===== config.mk =====
export PLATFORM = sky130hd
export DESIGN_NAME = muldiv_unit
export DESIGN_NICKNAME = d
export VERILOG_FILES = /design/src/rtl/muldiv_unit.sv
export SDC_FILE = /design/constraint.sdc
export NUM_CORES = 1
export LEC_CHECK = 0
export BUFFER_PORTS_ARGS = -buffer_cell sky130_fd_sc_hd__buf_2
export CAP_MARGIN = 20
export CORE_AREA = 2 2 159 161
export DETAILED_ROUTE_END_ITERATION = 8
export DIE_AREA = 0 0 161 163
export GPL_ROUTABILITY_DRIVEN = 0
export GPL_TIMING_DRIVEN = 0
export MAX_ROUTING_LAYER = met4
export PLACE_DENSITY = 0.87
export SYNTH_ARGS = -nofsm -noshare
export SYNTH_HDL_FRONTEND = slang
export SYNTH_SLANG_ARGS = --single-unit

===== constraint.sdc =====
create_clock -name clk -period 7.1 [get_ports clk]
set_input_delay 1.42 -clock clk [delete_from_list [all_inputs] [get_ports clk]]
set_output_delay 1.42 -clock clk [all_outputs]
set_load 0.05 [all_outputs]

===== src/rtl/muldiv_unit.sv =====
// Iterative radix-2 multiply / restoring divide unit for MULT, MULTU, DIV and DIVU.
// One shared accumulator/shift datapath produces one bit per clock; HI/LO are written once per operation.
module muldiv_unit #(
    parameter int WIDTH = 32,
    parameter int CNT_W = 6
) (
    input  logic             clk,
    input  logic             reset,
    input  logic             start,
    input  logic [1:0]       op,
    input  logic [WIDTH-1:0] a,
    input  logic [WIDTH-1:0] b,
    output logic [WIDTH-1:0] hi,
    output logic [WIDTH-1:0] lo,
    output logic             busy,
    output logic             ready,
    output logic             div_zero
);

    typedef enum logic [1:0] {IDLE, CALC, FIXUP, DONE} state_t;

    state_t           state;
    logic [CNT_W-1:0] cnt;
    logic             is_div;
    logic             neg_lo;
    logic             neg_hi;
    logic [WIDTH-1:0] acc;
    logic [WIDTH-1:0] low;
    logic [WIDTH-1:0] opnd;

    logic signed [WIDTH-1:0] a_s;
    logic signed [WIDTH-1:0] b_s;
    logic                    signed_op;
    logic                    a_neg;
    logic                    b_neg;
    logic [WIDTH:0]          mul_sum;
    logic [WIDTH:0]          rem_sh;
    logic [WIDTH:0]          diff;

    function automatic logic [WIDTH-1:0] neg_w(input logic [WIDTH-1:0] v, input logic en);
        return en ? (~v + WIDTH'(1)) : v;
    endfunction

    function automatic logic [2*WIDTH-1:0] neg_2w(input logic [2*WIDTH-1:0] v, input logic en);
        return en ? (~v + (2*WIDTH)'(1)) : v;
    endfunction

    assign a_s       = a;
    assign b_s       = b;
    assign signed_op = ~op[0];
    assign a_neg     = signed_op && (a_s < 0);
    assign b_neg     = signed_op && (b_s < 0);

    // acc holds the upper product half during MUL and the partial remainder during DIV;
    // low holds the multiplier (shifting out) or the dividend/quotient (shifting through).
    always_comb begin
        mul_sum = {1'b0, acc} + (low[0] ? {1'b0, opnd} : '0);
        rem_sh  = {acc, low[WIDTH-1]};
        diff    = rem_sh - {1'b0, opnd};
    end

    always_ff @(posedge clk or posedge reset) begin
        if (reset) begin
            state    <= IDLE;
            cnt      <= '0;
            is_div   <= 1'b0;
            neg_lo   <= 1'b0;
            neg_hi   <= 1'b0;
            acc      <= '0;
            low      <= '0;
            opnd     <= '0;
            hi       <= '0;
            lo       <= '0;
            busy     <= 1'b0;
            ready    <= 1'b0;
            div_zero <= 1'b0;
        end else begin
            case (state)
                IDLE: begin
                    if (start) begin
                        is_div <= op[1];
                        neg_lo <= a_neg ^ b_neg;
                        neg_hi <= a_neg;
                        acc    <= '0;
                        cnt    <= '0;
                        busy   <= 1'b1;
                        if (op[1]) begin
                            low  <= neg_w(a, a_neg);
                            opnd <= neg_w(b, b_neg);
                        end else begin
                            low  <= neg_w(b, b_neg);
                            opnd <= neg_w(a, a_neg);
                        end
                        if (op[1] && (b == '0)) begin
                            state    <= DONE;
                            ready    <= 1'b1;
                            div_zero <= 1'b1;
                        end else begin
                            state <= CALC;
                        end
                    end
                end
                CALC: begin
                    if (is_div) begin
                        acc <= diff[WIDTH] ? rem_sh[WIDTH-1:0] : diff[WIDTH-1:0];
                        low <= {low[WIDTH-2:0], ~diff[WIDTH]};
                    end else begin
                        acc <= mul_sum[WIDTH:1];
                        low <= {mul_sum[0], low[WIDTH-1:1]};
                    end
                    cnt <= cnt + CNT_W'(1);
                    if (cnt == CNT_W'(WIDTH - 1)) begin
                        state <= FIXUP;
                    end
                end
                FIXUP: begin
                    if (is_div) begin
                        lo <= neg_w(low, neg_lo);
                        hi <= neg_w(acc, neg_hi);
                    end else begin
                        {hi, lo} <= neg_2w({acc, low}, neg_lo);
                    end
                    state <= DONE;
                    ready <= 1'b1;
                end
                DONE: begin
                    state    <= IDLE;
                    busy     <= 1'b0;
                    ready    <= 1'b0;
                    div_zero <= 1'b0;
                end
                default: begin
                    state <= IDLE;
                    busy  <= 1'b0;
                    ready <= 1'b0;
                end
            endcase
        end
    end

endmodule


======== Word level (Yosys, flattened, before mapping) ========
Index checks and enable logic that the tools add are counted.
operators by class
  add/subtract/negate cells ............... 8
  $lt $le $gt $ge ......................... 2
  equality and inequality tests ........... 7
  mux-type cells .......................... 29
  bitwise logic cells ..................... 8
  reduce and logical (&&, ||, !) cells .... 14
operators with widths
  kind                     number
  $mux W32                 14
  $add A32 B1 Y32 const B  4
  $not A32 Y32             4
  $pmux W32 S2             2
  $add A64 B1 Y64 const B  1
  $lt A32 B1 Y1 const B    2
  $mux W64                 1
  $not A64 Y64             1
  $add A32 B32 Y33         1
  $sub A33 B32 Y33         1
  $logic_not A32 Y1        1
  $pmux W6 S2              1
  $pmux W2 S4              1
  $reduce_and A2 Y1        4
  $add A6 B1 Y6 const B    1
  $eq A6 B5 Y1 const B     1
  $mux W2                  3
  $mux W6                  1
  $ne A2 B2 Y1 const B     3
  $reduce_and A3 Y1        2
  $eq A2 B2 Y1 const B     2
  $pmux W1 S2              2
  $reduce_bool A2 Y1       2
  $logic_and A1 B1 Y1      3
  7 further kinds          10
word-level totals
  bits in registers ....................... 174
  bits of input ports ..................... 69
  output and inout port bits .............. 67
  word-level logic and storage cells ...... 81

======== Longest topological paths before layout ========
  word-level depth ........................ 6
  gate-level depth with buffers ........... 15
  mapped depth without buffers ............ 14

======== Worst setup path before layout ========
No wires, ideal clock.
  kind .................................... input -> register
  from .................................... input b[6]
  to ...................................... register low[29]
  setup time .............................. 0.083 ns
  arrival ................................. 3.709 ns
  required time ........................... 7.017 ns
  path slack .............................. 3.308 ns
  stages .................................. 10
  buffers on the path ..................... 0
  cell sequence ........................... or4_1 nor3_1 nand2_1 nor3_1 nand2_1 or4_1 o21ai_0 xnor2_1 o21ai_0 o21ai_0
on the way
  word-level cells in the longest chain between the ends .. 6
  elaborated cells between the ends (all ways) .. 8
  classes of those cells .................. 1 x add/sub; 1 x order compare; 4 x mux; 1 x bitwise; 1 x reduce/logical
ends and longest elaborated chain
  what                                                    line    RTL
  start, declared                                         12      input logic [WIDTH-1:0] b,
  $not A32 Y32 or $lt A32 B1 Y1 (tied branches)           41, 52
  $add A32 B1 Y32 or $logic_and A1 B1 Y1 (tied branches)  41, 52
  $mux W32 *                                              41      return en ? (~v + WIDTH'(1)) : v;
  $mux W32 *                                              87      if (op[1]) begin
  $mux W32 *                                              80      if (start) begin
  $pmux W32 S2 *                                          78      case (state)
  end signal, assigned                                    88      low <= neg_w(a, a_neg);
  end signal, assigned                                    91      low <= neg_w(b, b_neg);
  end signal, assigned                                    106     low <= {low[WIDTH-2:0], ~diff[WIDTH]};
  end, declared                                           28      logic [WIDTH-1:0] low;
Every way passes the cells marked *; elsewhere a longest branch is shown, timed or not. The select of a mux whose other input is x is not followed.
A chain may end at the register's enable or synchronous reset.

======== Final worst setup path ========
  from .................................... register low[31]
  to ...................................... register acc[30]
on the way
  word-level cells in the longest chain between the ends .. 4
ends and longest elaborated chain
  what                  line  RTL
  $sub A33 B32 Y33      59    diff = rem_sh - {1'b0, opnd};
  $mux W32              105   acc <= diff[WIDTH] ? rem_sh[WIDTH-1:0] : diff[WIDTH-1:0];
  $mux W32              104   if (is_div) begin
  $pmux W32 S2          78
  end signal, assigned  105
  end signal, assigned  108   acc <= mul_sum[WIDTH:1];
  end, declared         27    logic [WIDTH-1:0] acc;
No other way between the ends.

==> summary.txt <==
Status - finished, final reports clean
Top sig layer - met4
Commonest non-fill, non-tap cell in the layout - nor2_1
Setup Skew - 13.0 ps
Worst path cell trace - inv_1 -> ha_1 -> fa_1 -> nand2b_1 -> a21o_1 -> a211oi_1 -> a21boi_0 -> o21ai_0 -> a311oi_1 -> and3_1 -> o31ai_1 -> a21o_1 -> o211ai_1
Sequential cell area fraction in the yosys report - 30.3%
Synth Warn # - 0
Nets - 2,102
Routed len/inst - 20.8 um
Hold-fix buffers at CTS - 0
Diodes inserted - 0
Slowest-stage cell, CP - o21ai_0
Core area - 0.0247 mm^2
Routed vias - 15,300
Final Slew Violations - 0
Distinct cell type count after synthesis - 72
Vias in the first global route - 14,200
Num CTS Buffers - 17
I/O pin count - 136
Area growth syn-to-layout - 12.1%
Max H-tree Level - 4
Unrepaired setup endpoints after global routing - false
Leakage - 0.00710 uW
DPL Wire Length - 36.5 mm
Rows - 58
Synth Net Count - 1,948
Clock transition at path regs - 80 ps
# port buffers - 134
Die width - 161 um
Startpoint type of the worst setup path - flip-flop
Drt drc - 0
Number of synthesized flops with an enable pin - 0
Final hold viol count - 0
Post-synth top flop - dfrtp_1
Die area - 0.0262 mm^2
Syn Std Cell Area - 0.0144 mm^2
Worst Hold Class - flip-flop to flip-flop
Syn Inst Count - 1,804
Resized Gates After CTS - 0
Period Utilization, post-route - 63.2%
Die span in y - 163 um
Max Clk Rate - 0.223 GHz
Pwr/cell area - 504 mW/mm^2
Worst skew pair latency - 450 ps
Crit-path max FO - 4
Cell mode on critical path - a21o_1
CP Buf/Inv Count - 1
CP arrival - 4790 ps
Grt total ovfl - 0
Clock root cell - clkbuf_16
Crit path largest cell delay - 640 ps
Setup bufs post-CTS - 0
Final setup violation count - 0
Synthesized area per cell - 7.96 um^2
Initial Utilization - 58.2%
Final wirelength - 47.9 mm
Non-Filler Instances - 2,301
Worst path required time - 7400 ps
Crit end category - flip-flop
Most frequent cells in the layout - 234 x nor2_1, 218 x a21oi_1, 174 x dfrtp_1
GRT Overall Usage - 37.2%
Worst Tran Pin Value - 996 ps
CTS tree - yes
Yosys reg bits - 174
Finished Core Util - 65.2%
ANT nets after route - 0
Longest Clk Path Bufs - 2
Kind of critical path - flip-flop to flip-flop
Fraction of registers with async set/reset - 100%
Routed wl met3 - 5.21 mm
Met2 WL post-DR - 21.0 mm
Max-Cap Viols - 0
M1 WL - 18.4 mm
Top Family by Delay on Critical Path - compound AO/OA/AOI/OAI gates
Post-layout minimum cycle time - 4490 ps
Slew Limit Headroom - 33.4%
Via density per instance - 6.63
Largest net degree at the start of global routing - 109
Clock Sinks - 174
Global-route wire length before repair - 75.3 mm
1st-iter DRT viols - 1,880
Fraction of layout cells with a size suffix above 1 - 11.6%
Placed Cells - 2,269
Worst vdd ir - 314 uV
1st-pass router iterations - 9
Reg-to-reg slack, setup - 2610 ps
Initial antenna violation count - 0
final cells by class:
class | count | area (um^2)
timing repair buffer | 135 | 698
sequential | 174 | 4350
clock buffer | 17 | 425
tap | 330 | 413
inverter | 69 | 267
fill | 1987 | 8580
buffer | 99 | 379
multi-input combinational | 1462 | 9360
clock inverter | 15 | 195
worst reg2reg max path, stage by stage (launching register included):
cell,delay (ps)
dfrtp_1,430
inv_1,130
ha_1,260
fa_1,390
nand2b_1,190
a21o_1,210
a211oi_1,420
a21boi_0,290
o21ai_0,640
a311oi_1,400
and3_1,320
o31ai_1,370
a21o_1,190
o211ai_1,90
cells in the mapped netlist (13+ instances only):
master / number / area [um^2]
mux2_2: 31 / 349
inv_1: 69 / 259
or4_1: 13 / 97.6
nand2b_1: 32 / 200
o41ai_1: 15 / 131
nand2_1: 125 / 469
or3_1: 14 / 87.6
nor2_1: 234 / 878
a21o_1: 34 / 255
nor3_1: 38 / 190
dfrtp_1: 174 / 4350
xnor2_1: 86 / 753
nor2b_1: 16 / 100
clkbuf_1: 88 / 330
xor2_1: 81 / 709
o31ai_1: 24 / 180
a22oi_1: 14 / 105
a21oi_1: 218 / 1090
ha_1: 73 / 913
a211oi_1: 32 / 240
mux2i_1: 43 / 430
o211ai_1: 14 / 105
a31oi_1: 19 / 119
o21ai_0: 149 / 746
nand3_1: 23 / 115
state kept, by name, indices dropped and copies added (netlist names):
register,cells
is_div,1
opnd,32
neg_lo,1
state,2
neg_hi,1
hi,32
cnt,6
lo,32
acc,32
busy,1
div_zero,1
ready,1
low,32
per-stage QoR:
| step | setup slack, ps | setup TNS, ps | power (uW) | area (um^2) | hold WS, ps |
|---|---|---|---|---|---|
| 2_1_floorplan | 963 | 0 | 5550 | 14400 | 450 |
| 3_5_place_dp | 2700 | 0 | 6890 | 15500 | 471 |
| 5_1_grt | 2360 | 0 | 8580 | 16100 | 525 |
| 3_3_place_gp | -890 | -152290 | 6730 | 15400 | 463 |
| 4_1_cts | 2890 | 0 | 7910 | 16100 | 486 |
| 6_report | 2610 | 0 | 8110 | 16100 | 484 |
cell families after synthesis:
kind of cell / count (synthesis) / share of synthesized area [%]
adder cells (fa/ha/maj): 75 / 6.64
multiplexers: 75 / 5.53
flip-flops: 174 / 30.3
AO/OA/AOI/OAI: 588 / 24.8
AND/OR/NAND/NOR: 557 / 18.1
buffers and inverters: 168 / 4.45
XOR/XNOR: 167 / 10.2
layer usage:
| metal | track usage [%] | vias up |
|---|---|---|
| met5 | - | - |
| met4 | 20.8 | 0 |
| met3 | 7.97 | 270 |
| met2 | 56.3 | 1093 |
| met1 | 46.6 | 7132 |
| li1 | - | 6766 |
where the power goes:
| group | switching [uW] | internal, uW |
|---|---|---|
| logic | 3450 | 1760 |
| clock network | 480 | 510 |
| registers | 482 | 1430 |
| total | 4420 | 3700 |
path summary, 6_finish.rpt:
kind	from	to	cells after the start
worst max-delay path	low[31]$_DFFE_PP0P_	acc[30]$_DFFE_PP0P_	13
worst min-delay path	opnd[27]$_DFFE_PP0P_	opnd[27]$_DFFE_PP0P_	2
worst max register to register	low[31]$_DFFE_PP0P_	acc[30]$_DFFE_PP0P_	13
worst min register to register	opnd[27]$_DFFE_PP0P_	opnd[27]$_DFFE_PP0P_	2
max in group asynchronous	reset	hi[25]$_DFFE_PP0P_	3
min in group asynchronous	reset	opnd[18]$_DFFE_PP0P_	2
No activity file was read; power rests on OpenSTA's default activity.
